==> src/rtl/uart_pkg.sv <==
// Shared types and defaults for the UART receive path.
package uart_pkg;

  // Receiver sequencing states. PARITY is only reached when the parity
  // feature is compiled in.
  typedef enum logic [2:0] {
    IDLE,
    START,
    DATA,
    PARITY,
    STOP
  } rx_state_t;

  localparam int OVERSAMPLE_DEF = 16;
  localparam int DATA_BITS_DEF  = 8;

  // Width of a counter that must hold values 0..n-1 (at least one bit).
  function automatic int cnt_width(input int n);
    return (n <= 2) ? 1 : $clog2(n);
  endfunction

endpackage

==> src/rtl/uart_rx_sync.sv <==
// Two-flop synchroniser for the asynchronous serial line. The output
// resets high so that a line in reset looks idle to the receiver.
module uart_rx_sync (
  input  logic i_clk,
  input  logic i_rst_n,
  input  logic i_d,
  output logic o_q
);

  logic [1:0] sync_q;

  // Shift the raw line through two flops; reset to the idle (high) level.
  always_ff @(posedge i_clk) begin
    if (!i_rst_n) begin
      sync_q <= 2'b11;
    end else begin
      sync_q <= {sync_q[0], i_d};
    end
  end

  assign o_q = sync_q[1];

endmodule

==> src/rtl/uart_rx.sv <==
// UART receiver driven by a 16x (OVERSAMPLE) tick from the baud generator.
// Validates the start bit at mid-bit, samples LSB-first data at bit centres,
// checks the stop bit and emits each word with a one-cycle o_rx_valid pulse.
// Optional feature: define UART_RX_PARITY_EN to insert a parity bit after the
// data bits (even parity when PARITY_ODD=0, odd when PARITY_ODD=1).
module uart_rx
  import uart_pkg::*;
#(
  parameter int DATA_BITS  = DATA_BITS_DEF,
  parameter int OVERSAMPLE = OVERSAMPLE_DEF,
  parameter int PARITY_ODD = 0
) (
  input  logic                 i_clk,
  input  logic                 i_rst_n,
  input  logic                 i_stick,
  input  logic                 i_rx,
  output logic [DATA_BITS-1:0] o_rx_data,
  output logic                 o_rx_valid,
  output logic                 o_frame_err,
  output logic                 o_parity_err,
  output logic                 o_busy
);

  localparam int TKW = cnt_width(OVERSAMPLE);
  localparam int BCW = cnt_width(DATA_BITS);

  // Tick counts at which the start bit is re-checked and later bits sampled.
  localparam logic [TKW-1:0] TK_MID  = TKW'(OVERSAMPLE / 2 - 1);
  localparam logic [TKW-1:0] TK_LAST = TKW'(OVERSAMPLE - 1);
  localparam logic [BCW-1:0] BC_LAST = BCW'(DATA_BITS - 1);

  // Reject configurations the datapath is not built for.
  if (DATA_BITS < 5 || DATA_BITS > 9 || OVERSAMPLE < 4 ||
      PARITY_ODD < 0 || PARITY_ODD > 1) begin : g_bad_cfg
    $error("uart_rx: unsupported DATA_BITS/OVERSAMPLE/PARITY_ODD");
  end

  logic rx_s;

  rx_state_t            state_q, state_d;
  logic [TKW-1:0]       tk_q, tk_d;
  logic [BCW-1:0]       bc_q, bc_d;
  logic [DATA_BITS-1:0] shift_q, shift_d;
  logic                 armed_q, armed_d;
  logic [DATA_BITS-1:0] data_q, data_d;
  logic                 valid_q, valid_d;
  logic                 ferr_q, ferr_d;
`ifdef UART_RX_PARITY_EN
  localparam logic PAR_ODD_BIT = 1'(PARITY_ODD);
  logic                 par_bad_q, par_bad_d;
  logic                 perr_q, perr_d;
`endif

  uart_rx_sync u_sync (
    .i_clk   (i_clk),
    .i_rst_n (i_rst_n),
    .i_d     (i_rx),
    .o_q     (rx_s)
  );

  // Next-state, counter, shift-register and output-register logic.
  // armed_q blocks a new start while the line stays low after a frame that
  // ended with a low stop bit (break); it re-arms once rx_s is seen high.
  always_comb begin
    // NOTE: every variable gets a default before the case so no path can
    // leave it unassigned and infer a latch.
    state_d = state_q;
    tk_d    = tk_q;
    bc_d    = bc_q;
    shift_d = shift_q;
    armed_d = armed_q;
    data_d  = data_q;
    valid_d = 1'b0;
    ferr_d  = ferr_q;
`ifdef UART_RX_PARITY_EN
    par_bad_d = par_bad_q;
    perr_d    = perr_q;
`endif

    if (i_stick) begin
      case (state_q)
        IDLE: begin
          if (rx_s) begin
            armed_d = 1'b1;
          end else if (armed_q) begin
            state_d = START;
            tk_d    = '0;
          end
        end

        START: begin
          if (tk_q == TK_MID) begin
            if (rx_s) begin
              state_d = IDLE;  // glitch shorter than half a bit
            end else begin
              state_d = DATA;
              tk_d    = '0;
              bc_d    = '0;
            end
          end else begin
            tk_d = tk_q + TKW'(1);
          end
        end

        DATA: begin
          if (tk_q == TK_LAST) begin
            tk_d    = '0;
            shift_d = {rx_s, shift_q[DATA_BITS-1:1]};
            if (bc_q == BC_LAST) begin
`ifdef UART_RX_PARITY_EN
              state_d = PARITY;
`else
              state_d = STOP;
`endif
            end else begin
              bc_d = bc_q + BCW'(1);
            end
          end else begin
            tk_d = tk_q + TKW'(1);
          end
        end

`ifdef UART_RX_PARITY_EN
        PARITY: begin
          if (tk_q == TK_LAST) begin
            tk_d      = '0;
            par_bad_d = rx_s ^ (^shift_q) ^ PAR_ODD_BIT;
            state_d   = STOP;
          end else begin
            tk_d = tk_q + TKW'(1);
          end
        end
`endif

        STOP: begin
          if (tk_q == TK_LAST) begin
            tk_d    = '0;
            data_d  = shift_q;
            valid_d = 1'b1;
            ferr_d  = ~rx_s;
            armed_d = rx_s;
`ifdef UART_RX_PARITY_EN
            perr_d  = par_bad_q;
`endif
            state_d = IDLE;
          end else begin
            tk_d = tk_q + TKW'(1);
          end
        end

        default: state_d = IDLE;
      endcase
    end
  end

  // State and datapath registers; synchronous reset overrides any tick.
  always_ff @(posedge i_clk) begin
    // NOTE: sequential state uses non-blocking assignments so every
    // register samples the values from before this clock edge.
    if (!i_rst_n) begin
      state_q <= IDLE;
      tk_q    <= '0;
      bc_q    <= '0;
      shift_q <= '0;
      armed_q <= 1'b1;
      data_q  <= '0;
      valid_q <= 1'b0;
      ferr_q  <= 1'b0;
`ifdef UART_RX_PARITY_EN
      par_bad_q <= 1'b0;
      perr_q    <= 1'b0;
`endif
    end else begin
      state_q <= state_d;
      tk_q    <= tk_d;
      bc_q    <= bc_d;
      shift_q <= shift_d;
      armed_q <= armed_d;
      data_q  <= data_d;
      valid_q <= valid_d;
      ferr_q  <= ferr_d;
`ifdef UART_RX_PARITY_EN
      par_bad_q <= par_bad_d;
      perr_q    <= perr_d;
`endif
    end
  end

  assign o_rx_data   = data_q;
  assign o_rx_valid  = valid_q;
  assign o_frame_err = ferr_q;
  assign o_busy      = (state_q != IDLE);
`ifdef UART_RX_PARITY_EN
  assign o_parity_err = perr_q;
`else
  assign o_parity_err = 1'b0;
`endif

endmodule

==> config.mk <==
export PLATFORM = sky130hd
export DESIGN_NAME = uart_rx
export DESIGN_NICKNAME = d
export VERILOG_FILES = /design/src/rtl/uart_pkg.sv /design/src/rtl/uart_rx_sync.sv /design/src/rtl/uart_rx.sv
export SDC_FILE = /design/constraint.sdc
export NUM_CORES = 1
export LEC_CHECK = 0
export ABC_AREA = 1
export CORE_ASPECT_RATIO = 2
export CORE_MARGIN = 1.5
export CORE_UTILIZATION = 45
export DETAILED_ROUTE_END_ITERATION = 16
export PLACE_DENSITY = 0.66
export SYNTH_ARGS = -nofsm -noshare
export SYNTH_HDL_FRONTEND = slang
export SYNTH_SLANG_ARGS = --single-unit
==> constraint.sdc <==
create_clock -name i_clk -period 3.8 [get_ports i_clk]
set_input_delay 0.76 -clock i_clk [delete_from_list [all_inputs] [get_ports i_clk]]
set_output_delay 0.76 -clock i_clk [all_outputs]
set_load 0.005 [all_outputs]
* Yosys cells after proc, flatten, opt, wreduce, memory -nomap -nowiden
Index checks and enable logic that the tools add are counted.
** Cells by class
- Add/sub/neg operators :: 2
- Equal/unequal tests :: 16
- Mux-type cells :: 23
- Bitwise logic cells :: 1
- Reductions and logical operators :: 13
** Operators by type and width (number)
- 2-to-1 mux 3 bit :: 10
- 2-to-1 mux 4 bit :: 5
- != test 2 bit, second input constant :: 8
- one-hot mux 3 bit (4 select lines) :: 1
- one-hot mux 4 bit (3 select lines) :: 1
- AND reduction 3 bit :: 3
- AND reduction 7 bit :: 1
- == test 3 bit, second input constant :: 2
- one-hot mux 3 bit (2 select lines) :: 1
- AND reduction 6 bit :: 1
- nonzero test 3 bit :: 2
- AND reduction 5 bit :: 1
- adder 4 x 1 -> 4 bit, second input constant :: 1
- == test 4 x 3 -> 1 bit, second input constant :: 1
- == test 4 bit, second input constant :: 1
- AND reduction 4 bit :: 1
- nonzero test 2 bit :: 2
- adder 3 x 1 -> 3 bit, second input constant :: 1
- == test 3 x 1 -> 1 bit, second input constant :: 1
- == test 3 x 2 -> 1 bit, second input constant :: 1
- logical NOT 3 bit :: 1
- 2-to-1 mux 1 bit :: 3
- != test 3 bit, second input constant :: 1
- 2-to-1 mux 2 bit :: 1
- 4 further kinds :: 4
** Storage, ports and cells
- Register bits :: 31
- Input bits :: 4
- Output and inout port bits :: 12

* Logic depth before layout (Yosys ltp)
- Word-level depth :: 4
- Mapped depth :: 10
- Depth with buffers taken out :: 10

* Cells and area by module
From an unflattened synthesis, not the netlist that was laid out.
** Unflattened totals
- Cells, all modules :: 216
- Area, all modules :: 1475.2 um^2
** By module, submodules not included
- uart_rx :: times used 1, cells each 210, area an instance 1420.1 um^2, sequential area each 580.6 um^2
- uart_rx_sync :: times used 1, cells each 6, area an instance 55.1 um^2, sequential area each 40.0 um^2

* Worst setup path after synthesis
Ideal clock, no wire load.
- Path kind :: in2reg
- From :: input i_stick
- To :: register armed_q
- Setup time :: 121 ps
- Arrival :: 1416 ps
- Setup slack :: 2264 ps
- Cell stages on the path :: 5
- Cell sequence :: inv_1 nor3_4 nand2_1 o21ai_0 nand2_1
** Between the ends
- Word-level cells in the longest chain between the ends :: 1
** Ends and longest elaborated chain
- start: declaration :: RTL line uart_rx.sv:15 : input logic i_stick,
- AND reduction 4 bit (no line)
- end signal: assignment :: RTL line uart_rx.sv:178 : armed_q <= armed_d;
- end: declaration :: RTL line uart_rx.sv:44 : logic armed_q, armed_d;
No other way between the ends.
A chain may end at the register's enable or synchronous reset.

* Worst setup path in the final report
- From :: register state_q[2]
- To :: output o_busy
** Between the ends
- Word-level cells in the longest chain between the ends :: 1
** Ends and longest elaborated chain
- start: declaration :: RTL line uart_rx.sv:40 : rx_state_t state_q, state_d;
- start signal: assignment :: RTL line uart_rx.sv:174 : state_q <= state_d;
- nonzero test 3 bit :: RTL line uart_rx.sv:192 : assign o_busy = (state_q != IDLE);
- end: declaration :: RTL line uart_rx.sv:21 : output logic o_busy
No other way between the ends.

==> results.md <==
- In the final layout, the multi-input gates occupy 753 µm².
- Hold is met by 0.425 ns.
- The die covers 3620 µm².
- TritonCTS built the clock tree.
- The worst setup path is launched from a register.
- The first global-routing pass estimated 5570 µm of wire.
- The path class of the tightest hold or removal check is register to register.
- The overall track demand over capacity in global routing is 20.3%.
- The final critical path takes up 60.4% of the cycle.
- The total CTS buffers is 5.
- In this run the worst path has a maximum fanout of 6.
- The critical path capture point type is an output port.
- Yosys printed 0 warnings.
- For this block, the via count after detailed routing is 1,319.
- In the layout the commonest cells are 59 x nor2_1, 38 x nand2_1, 31 x dfxtp_1.
- The combined flip-flop and latch cell area is 621 µm².
- The synthesized area per cell is 6.87 µm².
- The via count of the first global-routing pass is 1,332.
- In this run the standard cell core region covers 3120 µm².
- For this run, the top clock speed supported by timing is 436 MHz.
- The number of remaining DRC errors is 0.
- The post-detailed-route via-to-cell ratio is 5.03.
- The total setup buffers inserted after CTS is 0.
- The number of buffer cells added on primary ports is 14.
- The most critical setup path has its startpoint at state_q[2]$_SDFFE_PN0P_.
- The wire length per cell after detailed routing is 12.2 µm.
- The worst endpoint required time is 3.04 ns.
- The startpoint of the worst-slack reg-to-reg timing path is tk_q[0]$_SDFFE_PN0P_.
- The worst-case clock buffer depth is 2.
- The cell area power density is 710 nW/µm².
- The routability-driven placement congestion ratio is 0.879.
- The clock latency of the later-clocked register in the worst-skew pair is 0.28 ns.
- The net count of the finished layout is 237.
- The length of the first detailed-routing pass in iterations is 4.
- Synthesis handed over a netlist of 213 instances.
- The signal on the critical path passes through nor2_2, inv_1, nor2_1, inv_1, clkdlybuf4s50_1.
- Counting stages on the worst path, the most repeated cell is inv_1.
- The floorplan row count is 29.
- The cell with the largest stage delay on the worst path is clkdlybuf4s50_1.
- The run finished with clean final reports.
- For this block, the routed nets add up to 3180 µm of wire.
- The pin count of the biggest net entering global routing is 29.
- The CTS sink count is 31.
- The most common cell after layout, fill and taps aside is nor2_1.
- The initial standard-cell utilization of the core is 46.9%.
- Compared with the post-synthesis result, the final layout area differs by 17.8%.
- The worst clock skew on the final layout is 0.00536 ns.
- The DRC marker count from the first detailed-route iteration is 28.
- Summed over all cells, the static leakage comes to 0.875 nW.
- The number of inserted filler cells in the final layout is 305.
- Counting I/O delays and the setup requirement, the final critical path takes 2.29 ns.
- The met1 capacity usage during global routing is 20.2%.
- Post-CTS repair changed the size of 0 cells.
- The number of antenna diodes in the final layout is 0.
- The synthesized area is 1460 µm².
- For this run, the register share of the synthesized area comes to 42.4%.
- Clock-pin slew was measured on the worst setup and hold paths at 0.06 ns.
- The root cell of the clock tree is clkbuf_8.
- The met2 usage in global routing is 35.7%.
- The tool flagged a number of max-cap violations equal to 0.
- At the worst endpoint, the arrival time is 1.53 ns.
- The post-layout utilization of the core is 55.3%.
- The largest stage delay on the critical path is 0.43 ns.
- The startpoint of the most critical hold path is u_sync.sync_q[0]$_SDFF_PN1_.
- The aggregate negative setup slack is 0 ns.
- The total overflow left after global routing is 0.
- The number of setup violations in the final report is 0.
- The initial antenna violation count is 0.
- CTS built an H-tree with a depth of 2.
- The die is 43.3 µm wide.
- The measured slew at the worst slew-check pin is 0.811 ns.
- The number of pins exceeding their max-slew limit in the final report is 0.
- The remaining antenna violation count is 0.
- The height of the die is 83.7 µm.
- Setup repair after global routing left no endpoint under its margin.
- The final number of hold-violating endpoints was 0.
- The estimated wirelength of the detail-placed design is 2330 µm.
- The hold-fix buffer count after cts is 0.
- The critical setup path kind is register to output port.
- The relative max-transition margin is 45.8%.
- The category of cells accounting for the largest share of critical-path delay is buffers and inverters.
- Counting flops and latches in the post-synthesis netlist gives 31.
- For met3 alone, demand over resource in global routing was 4.98%.
- In the final layout, the share of cells above drive strength 1 is 12.1%.
- The number of buffer and inverter stages on the critical path is 3.
- The maximum vdd ir drop is 0.518 mV.
- The synthesized netlist contains 23 unique library cells.
- 16 I/O pins were placed.
- The global-route layer with the greatest usage is met2.
- Counting every net in the synthesized netlist gives 220.
[synthesized netlist by cell type (all sizes together)]
cell	instances	area share (%)
nand2	43	12
conb	1	0.26
ha	3	2.6
or2	4	1.7
nand3	9	3.1
o21bai	1	0.51
dfxtp	31	42
inv	19	4.9
o2111ai	1	0.60
nand3b	1	0.51
buf	2	0.77
o21ai	20	6.8
a21oi	2	0.68
nor2	67	19
nand4	4	1.7
clkbuf	2	0.51
nor3	3	2.6
[power by group]
group          switching, W  internal [W]
combinational      0.000310      0.000188
clock              0.000115      0.000165
sequential        0.0000728      0.000375
total              0.000497      0.000728
[per-stage QoR]
| stage | std cells | setup slack, ns | power (W) | cell area [µm²] |
|---|---|---|---|---|
| CTS | 262 | 1.50 | 0.00124 | 1720 |
| floorplan | 213 | 2.26 | 0.000828 | 1460 |
| detailed placement | 254 | 1.42 | 0.000952 | 1620 |
| global placement | 254 | 1.46 | 0.000949 | 1620 |
| finish | 262 | 1.51 | 0.00122 | 1720 |
| global route | 262 | 1.39 | 0.00134 | 1720 |
[final timing paths]
check	to	cells past startpoint	slack (ns)
worst max-delay path	o_busy	5	1.51
worst min-delay path	u_sync.sync_q[1]$_SDFF_PN1_	1	0.42
worst max register to register	o_frame_err$_SDFFE_PN0P_	8	2.06
worst min register to register	u_sync.sync_q[1]$_SDFF_PN1_	1	0.42
[cell type report]
class	instances	share of cell area [%]
multi-input cells	159	43.7
flip-flops and latches	31	36.0
repair buffers	14	8.13
clock buffers	8	5.81
inverters	19	4.14
well taps	31	2.25
[cells by family after synthesis]
kind of cell               after synthesis  share of synthesized area, %
adders and majority gates                3                          2.56
other                                    1                         0.256
AOI/OAI and AO/OA                       24                          8.63
DFF                                     31                          42.4
buffers and inverters                   23                          6.15
and+or+nand+nor                        131                          40.0
[registers in the layout (all words and copies together), names as in the netlist]
name / cells
state_q: 3
o_frame_err: 1
o_rx_valid: 1
bc_q: 3
o_rx_data: 8
shift_q: 8
armed_q: 1
tk_q: 4
u_sync.sync_q: 2
[routing by layer]
layer / vias up / wire [µm]
li1: 702 / -
met1: 597 / 1260
met2: 13 / 1770
met3: 7 / 67
met4: 0 / 87
met5: - / 0
Note: power is estimated with default switching activity, not from simulation.
